==> config.mk <==
export PLATFORM = sky130hd
export DESIGN_NAME = game_flow_ctrl_flat
export DESIGN_NICKNAME = d
export VERILOG_FILES = /design/src/rtl/crossyroad_pkg.sv /design/src/rtl/game_flow_ctrl_if.sv /design/src/rtl/btn_debounce.sv /design/src/rtl/game_flow_ctrl.sv /design/src/flat_wrapper.sv
export SDC_FILE = /design/constraint.sdc
export NUM_CORES = 1
export LEC_CHECK = 0
export CAP_MARGIN = 20
export CORE_MARGIN = 2
export CORE_UTILIZATION = 50
export DETAILED_ROUTE_END_ITERATION = 16
export GPL_ROUTABILITY_DRIVEN = 0
export PLACE_DENSITY = 0.76
export SETUP_SLACK_MARGIN = 0.05
export SYNTH_ARGS = -nofsm -noshare
export SYNTH_HDL_FRONTEND = slang
export SYNTH_SLANG_ARGS = --single-unit
==> constraint.sdc <==
create_clock -name clk -period 1.9 [get_ports clk]
set_input_delay 0.38 -clock clk [delete_from_list [all_inputs] [get_ports clk]]
set_output_delay 0.38 -clock clk [all_outputs]
set_load 0.1 [all_outputs]
==> src/rtl/crossyroad_pkg.sv <==
// Shared definitions for the crossyroad game blocks.
package crossyroad_pkg;

  // Game-flow states; encoding is visible on the state output.
  typedef enum logic [1:0] {
    ST_ATTRACT = 2'd0,
    ST_PLAY    = 2'd1,
    ST_DYING   = 2'd2,
    ST_OVER    = 2'd3
  } game_state_t;

  localparam int unsigned SCORE_W_DEFAULT = 7;

  // 3-bit RGB colour codes used by the drawing blocks.
  localparam logic [2:0] RED   = 3'b100;
  localparam logic [2:0] GREEN = 3'b010;
  localparam logic [2:0] BLUE  = 3'b001;

endpackage

==> src/rtl/game_flow_ctrl_if.sv <==
// Game-flow signal bundle between the flow controller and its neighbours.
interface game_flow_ctrl_if #(
  parameter int unsigned SCORE_W = crossyroad_pkg::SCORE_W_DEFAULT
);
  logic               move_btn;
  logic               frame_start;
  logic               collision;
  logic [SCORE_W-1:0] score;
  logic               game_rst;
  logic               move_req;
  logic               run_en;
  logic               chicken_vis;
  logic [1:0]         lives;
  logic [SCORE_W-1:0] high_score;
  logic [1:0]         state;

  modport slave (
    input  move_btn, frame_start, collision, score,
    output game_rst, move_req, run_en, chicken_vis, lives, high_score, state
  );

  modport master (
    output move_btn, frame_start, collision, score,
    input  game_rst, move_req, run_en, chicken_vis, lives, high_score, state
  );
endinterface

==> src/rtl/btn_debounce.sv <==
// Button conditioning: 2-FF synchronizer, debouncer, rising-edge press pulse.
module btn_debounce #(
  parameter int unsigned DEBOUNCE_CYCLES = 250000
) (
  input  logic clk,
  input  logic reset,
  input  logic btn_raw,
  output logic press
);
  localparam int unsigned CW = (DEBOUNCE_CYCLES > 1) ? $clog2(DEBOUNCE_CYCLES) : 1;

  logic          sync1_q, sync2_q;
  logic          level_q, level_d;
  logic          prev_q;
  logic [CW-1:0] cnt_q, cnt_d;

  // Count consecutive cycles the synchronized input differs from the level.
  always_comb begin
    level_d = level_q;
    cnt_d   = '0;
    if (sync2_q != level_q) begin
      if (cnt_q == CW'(DEBOUNCE_CYCLES - 1)) level_d = sync2_q;
      else                                   cnt_d   = cnt_q + 1'b1;
    end
  end

  // Synchronizer, debounce state and previous level for edge detect.
  always_ff @(posedge clk) begin
    if (reset) begin
      sync1_q <= 1'b0;
      sync2_q <= 1'b0;
      level_q <= 1'b0;
      prev_q  <= 1'b0;
      cnt_q   <= '0;
    end else begin
      sync1_q <= btn_raw;
      sync2_q <= sync1_q;
      level_q <= level_d;
      prev_q  <= level_q;
      cnt_q   <= cnt_d;
    end
  end

  // Pulse is taken from flops so the FSM reacts on the edge after the level rises.
  assign press = level_q & ~prev_q;
endmodule

==> src/rtl/game_flow_ctrl.sv <==
// Game-flow sequencer: lives, death animation, game-over hold, high score.
module game_flow_ctrl
  import crossyroad_pkg::*;
#(
  parameter int unsigned LIVES           = 3,
  parameter int unsigned DEATH_FRAMES    = 60,
  parameter int unsigned FLASH_FRAMES    = 8,
  parameter int unsigned DEBOUNCE_CYCLES = 250000,
  parameter int unsigned SCORE_W         = SCORE_W_DEFAULT
) (
  input logic              clk,
  input logic              reset,
  game_flow_ctrl_if.slave  bus
);
  localparam int unsigned FCW = (DEATH_FRAMES > 1) ? $clog2(DEATH_FRAMES) : 1;

  logic press;

  btn_debounce #(.DEBOUNCE_CYCLES(DEBOUNCE_CYCLES)) u_btn (
    .clk     (clk),
    .reset   (reset),
    .btn_raw (bus.move_btn),
    .press   (press)
  );

  game_state_t        state_q, state_d;
  logic               game_rst_q, game_rst_d;
  logic               move_req_q, move_req_d;
  logic               run_en_q, run_en_d;
  logic               chicken_vis_q, chicken_vis_d;
  logic [1:0]         lives_q, lives_d;
  logic [SCORE_W-1:0] high_score_q, high_score_d;
  logic               coll_f_q, coll_f_d;
  logic [FCW-1:0]     frame_cnt_q, frame_cnt_d;
  logic [31:0]        flash_phase;

  // Next-state and next-output logic; outputs reflect the state being entered.
  always_comb begin
    state_d       = state_q;
    game_rst_d    = game_rst_q;
    move_req_d    = 1'b0;
    run_en_d      = run_en_q;
    chicken_vis_d = chicken_vis_q;
    lives_d       = lives_q;
    high_score_d  = high_score_q;
    coll_f_d      = coll_f_q;
    frame_cnt_d   = frame_cnt_q;
    flash_phase   = '0;
    unique case (state_q)
      ST_ATTRACT: begin
        game_rst_d    = 1'b1;
        run_en_d      = 1'b0;
        chicken_vis_d = 1'b1;
        if (press) begin
          state_d    = ST_PLAY;
          lives_d    = 2'(LIVES);
          game_rst_d = 1'b0;
          run_en_d   = 1'b1;
          coll_f_d   = 1'b0;
        end
      end
      ST_PLAY: begin
        game_rst_d    = 1'b0;
        run_en_d      = 1'b1;
        chicken_vis_d = 1'b1;
        if (bus.collision) coll_f_d = 1'b1;
        if (bus.frame_start && (coll_f_q || bus.collision)) begin
          // Death wins over a same-cycle press.
          coll_f_d    = 1'b0;
          state_d     = ST_DYING;
          frame_cnt_d = '0;
          run_en_d    = 1'b0;
        end else begin
          if (bus.frame_start) coll_f_d = 1'b0;
          if (press) move_req_d = 1'b1;
        end
      end
      ST_DYING: begin
        game_rst_d = 1'b0;
        run_en_d   = 1'b0;
        coll_f_d   = 1'b0;
        if (bus.frame_start) begin
          if (frame_cnt_q == FCW'(DEATH_FRAMES - 1)) begin
            if (bus.score > high_score_q) high_score_d = bus.score;
            chicken_vis_d = 1'b1;
            if (lives_q > 2'd1) begin
              lives_d    = lives_q - 2'd1;
              game_rst_d = 1'b1;
              run_en_d   = 1'b1;
              state_d    = ST_PLAY;
            end else begin
              lives_d = 2'd0;
              state_d = ST_OVER;
            end
          end else begin
            frame_cnt_d   = frame_cnt_q + 1'b1;
            flash_phase   = 32'(frame_cnt_d) / 32'(FLASH_FRAMES);
            chicken_vis_d = ~flash_phase[0];
          end
        end
      end
      ST_OVER: begin
        game_rst_d    = 1'b0;
        run_en_d      = 1'b0;
        chicken_vis_d = 1'b1;
        if (press) begin
          state_d    = ST_ATTRACT;
          game_rst_d = 1'b1;
        end
      end
      default: state_d = ST_ATTRACT;
    endcase
  end

  // State and registered outputs.
  always_ff @(posedge clk) begin
    if (reset) begin
      state_q       <= ST_ATTRACT;
      game_rst_q    <= 1'b1;
      move_req_q    <= 1'b0;
      run_en_q      <= 1'b0;
      chicken_vis_q <= 1'b1;
      lives_q       <= 2'(LIVES);
      high_score_q  <= '0;
      coll_f_q      <= 1'b0;
      frame_cnt_q   <= '0;
    end else begin
      state_q       <= state_d;
      game_rst_q    <= game_rst_d;
      move_req_q    <= move_req_d;
      run_en_q      <= run_en_d;
      chicken_vis_q <= chicken_vis_d;
      lives_q       <= lives_d;
      high_score_q  <= high_score_d;
      coll_f_q      <= coll_f_d;
      frame_cnt_q   <= frame_cnt_d;
    end
  end

  assign bus.state       = state_q;
  assign bus.game_rst    = game_rst_q;
  assign bus.move_req    = move_req_q;
  assign bus.run_en      = run_en_q;
  assign bus.chicken_vis = chicken_vis_q;
  assign bus.lives       = lives_q;
  assign bus.high_score  = high_score_q;
endmodule

==> src/flat_wrapper.sv <==
// flat-port wrapper written by rule: the top's interface ports become plain ports
module game_flow_ctrl_flat import crossyroad_pkg::*;
#(
  parameter int unsigned LIVES           = 3,
  parameter int unsigned DEATH_FRAMES    = 60,
  parameter int unsigned FLASH_FRAMES    = 8,
  parameter int unsigned DEBOUNCE_CYCLES = 250000,
  parameter int unsigned SCORE_W         = SCORE_W_DEFAULT
)
  (clk, reset, bus_move_btn, bus_frame_start, bus_collision, bus_score, bus_game_rst, bus_move_req, bus_run_en, bus_chicken_vis, bus_lives, bus_high_score, bus_state);
  game_flow_ctrl_if #(.SCORE_W(SCORE_W)) bus_i ();
  input logic clk;
  input logic reset;
  input wire logic [$bits(bus_i.move_btn)-1:0] bus_move_btn;
  input wire logic [$bits(bus_i.frame_start)-1:0] bus_frame_start;
  input wire logic [$bits(bus_i.collision)-1:0] bus_collision;
  input wire logic [$bits(bus_i.score)-1:0] bus_score;
  output wire logic [$bits(bus_i.game_rst)-1:0] bus_game_rst;
  output wire logic [$bits(bus_i.move_req)-1:0] bus_move_req;
  output wire logic [$bits(bus_i.run_en)-1:0] bus_run_en;
  output wire logic [$bits(bus_i.chicken_vis)-1:0] bus_chicken_vis;
  output wire logic [$bits(bus_i.lives)-1:0] bus_lives;
  output wire logic [$bits(bus_i.high_score)-1:0] bus_high_score;
  output wire logic [$bits(bus_i.state)-1:0] bus_state;
  assign bus_i.move_btn = bus_move_btn;
  assign bus_i.frame_start = bus_frame_start;
  assign bus_i.collision = bus_collision;
  assign bus_i.score = bus_score;
  assign bus_game_rst = bus_i.game_rst;
  assign bus_move_req = bus_i.move_req;
  assign bus_run_en = bus_i.run_en;
  assign bus_chicken_vis = bus_i.chicken_vis;
  assign bus_lives = bus_i.lives;
  assign bus_high_score = bus_i.high_score;
  assign bus_state = bus_i.state;
  game_flow_ctrl #(.LIVES(LIVES), .DEATH_FRAMES(DEATH_FRAMES), .FLASH_FRAMES(FLASH_FRAMES), .DEBOUNCE_CYCLES(DEBOUNCE_CYCLES), .SCORE_W(SCORE_W)) u_core (.clk(clk), .reset(reset), .bus(bus_i));
endmodule
==> flow_summary.toml <==
[finish]
utilization_pct = 65.77
syn_to_final_growth_pct = 27.20
drive_gt1_share_pct = 20.81
finalNetCount = 318
diodes = 0

[flow_run]
maxCapViolCount = 0

[synth]
ys_seq_area_share_pct = 39.40
ys.flop_type = "dfxtp_1"
yosys_warnings = 0
synth_edf_count = 0
synth_common_cells = "dfxtp_1, nor2_1, nand2b_1"
synth_seq_cells = 44
async_reset_ff_share_pct = 0
netlist_area_um2 = 2236
yosys.area.top_type = "dfxtp_1"
avgSynthCellArea_um2 = 8.700
synth.distinct_cells = 45
yosysMostFrequentCell = "dfxtp_1"
ys_top_cells_by_area = "dfxtp_1, nand2b_1, ha_1"
netlist.area_leader.share_pct = 39.40
syn_nets = 278
syn_inst = 257

[clock_tree]
clock_sinks = 44
clk_path_buf_depth = 2
post_cts_buffers = 0
clkTransAtPathRegs_ns = 0.08
cts.htree.levels = 2
clk_latency_ns = 0.30
cts_root_buf = "clkbuf_8"
cts_tree = "yes"
cts_buffers = 5

[routing]
top_layer_used = "met4"
drt_iter0_markers = 151
ant_nets = 0
drc_errors = 0
met3_length_um = 185
wl_met1_um = 2081
num_vias = 1921
viasPerCell = 5.489
routed_wl_um = 4502
wire_per_inst_um = 12.86
wl_met2_um = 2173
firstDrtPassIters = 4

[timing]
fmax_ghz = 0.5613
clock_skew_ns = 0.002276
fin_crit_sh_pct = 93.76
hold_ws_ns = 0.4238
post-route-worst-setup-slack_ns = 0.1185
hold_viol = 0
rsz0062_at_grt = "no"
worst_pin_slew_ns = 0.4856
slew_violations = 0
max_slew_margin_pct = 67.28
setup_viol = 0
post-route-min-period_ns = 1.781

[setup_path]
path_max_fanout = 7
critical-path-max-stage-delay_ns = 0.43
critical_path.endpoint_type = "flop"
worstPathArrival_ns = 2.00
crit_path_start_kind = "input port"
worstReg2RegStart = "u_core.frame_cnt_q[1]"
cp-startpoint = "bus_score[4]"
worst_ep_required_time_ns = 2.12
crit_chain = "clkdlybuf4s50_1 -> ha_1 -> nand4_1 -> a21oi_2 -> o221a_4 -> mux2i_1"
crit_slowest_cell = "clkdlybuf4s50_1"
crit_type = "input port to flop"
rr_worst_depth = 6

[floorplan]
num_rows = 24
core_um2 = 4324
dieHeight_um = 70.87
start_util_pct = 51.71
die-area_um2 = 5023
pin_count = 27
die_w_um = 70.87

[global_routing]
gr-total-overflow = 0
antenna_found_initial = 0
grt_pass1_wl_um = 7907
grt_usage_pct = 19.46
grt_max_degree = 18
first_global_vias = 1888

[hold_path]
hp-class = "input port to flop"
min_from = "bus_score[5]"
min_path_cells = 3

[placement]
port_buffers = 26
place_hpwl_um = 3319
pre_cts_ws_ns = -0.2051

[status]
status = "finished, final reports clean"

[pwr]
p_leak_nw = 1.008
irDropWorstVdd_mv = 0.3838
powerDensity_nw_per_um2 = 558.3
[registers in the layout (all words and copies together), names as in the netlist]
name,flops
u_core.u_btn.cnt_q,18
u_core.bus.high_score,7
u_core.frame_cnt_q,6
u_core.bus.lives,2
u_core.bus.state,2
u_core.bus.chicken_vis,1
u_core.bus.game_rst,1
u_core.bus.move_req,1
u_core.bus.run_en,1
u_core.coll_f_q,1
u_core.u_btn.level_q,1
u_core.u_btn.prev_q,1
u_core.u_btn.sync1_q,1
u_core.u_btn.sync2_q,1
[report_power, final]
| part | switching, mW | total [mW] | leakage (nW) | internal, mW |
|---|---|---|---|---|
| registers | 0.00101 | 0.916 | 0.363 | 0.915 |
| clock network | 0.320 | 0.575 | 0.0388 | 0.255 |
| logic | 0.0432 | 0.0969 | 0.606 | 0.0537 |
| total | 0.364 | 1.59 | 1.01 | 1.22 |
[area by class of cell]
| type | instances | area [um^2] |
|---|---|---|
| timing repair buffer | 43 | 417.9 |
| clock inverter | 2 | 11.26 |
| inverter | 16 | 60.06 |
| sequential | 44 | 912.1 |
| tap | 52 | 65.06 |
| fill | 367 | 1480 |
| multi-input combinational | 187 | 1305 |
| clock buffer | 6 | 72.57 |
[worst paths after layout]
path,end,slack [ns]
max,u_core.bus.high_score[2],0.12
min,u_core.bus.high_score[5],0.42
max reg2reg,u_core.bus.high_score[2],0.13
min reg2reg,u_core.u_btn.sync2_q,0.45
[logic make-up after synthesis]
| logic type | after synthesis | synth area share (%) |
|---|---|---|
| and+or+nand+nor | 106 | 26.92 |
| AOI/OAI and AO/OA | 50 | 15.11 |
| DFF | 44 | 39.40 |
| buffers and inverters | 26 | 4.477 |
| xor gates and xnor gates | 14 | 5.484 |
| adders and majority gates | 9 | 5.036 |
| muxes | 8 | 3.582 |
[cells in the final DEF, fill, tap and decap left out, types with 3 or more instances in the layout]
| cell | count |
|---|---|
| dfxtp_2 | 7 |
| nor3_1 | 5 |
| o21ai_0 | 5 |
| dfxtp_1 | 31 |
| dfxtp_4 | 6 |
| nor2_1 | 24 |
| nor4_1 | 4 |
| buf_12 | 5 |
| nand2b_1 | 21 |
| nor4b_1 | 4 |
| inv_1 | 16 |
| buf_4 | 27 |
| nand3_1 | 8 |
| clkbuf_8 | 5 |
| a21o_1 | 3 |
| ha_1 | 6 |
| o31ai_1 | 5 |
| mux2i_1 | 8 |
| nor2b_1 | 5 |
| a211oi_1 | 3 |
| a21oi_1 | 17 |
| xor2_1 | 3 |
| xnor2_1 | 11 |
| or4_1 | 5 |
| and3_1 | 3 |
| nand4_1 | 5 |
| nand2_1 | 12 |
| clkdlybuf4s50_1 | 9 |
[critical path: cells and delay by family]
kind	cells	cell delay (ns)
simple gates	1	0.19
buf+inv	1	0.43
fa+ha+maj	1	0.31
mux	1	0.22
compound gates	2	0.47
[per-layer routing]
layer	vias to the layer above	global-route usage (%)
li1	991	-
met1	892	23.04
met3	7	5.556
met2	31	33.85
met5	-	0
met4	0	6.499
[repair_timing]
| item | in CTS | in global routing |
|---|---|---|
| resized for setup | 1 | 13 |
| pin swaps | 0 | 2 |
| hold buffers | 0 | 0 |
| endpoints found under the setup margin | 7 | 13 |
[through the flow]
step	cell area (um^2)	std cells	power, mW	setup TNS [ns]
after global routing	2844	350	1.646	0
after detailed placement	2700	342	1.031	-1.234
after floorplan	2262	257	0.9825	0
after global placement	2700	342	1.030	-0.8795
final	2844	350	1.588	0
after CTS	2793	350	1.593	0
Power figures use the tool's default switching activity.
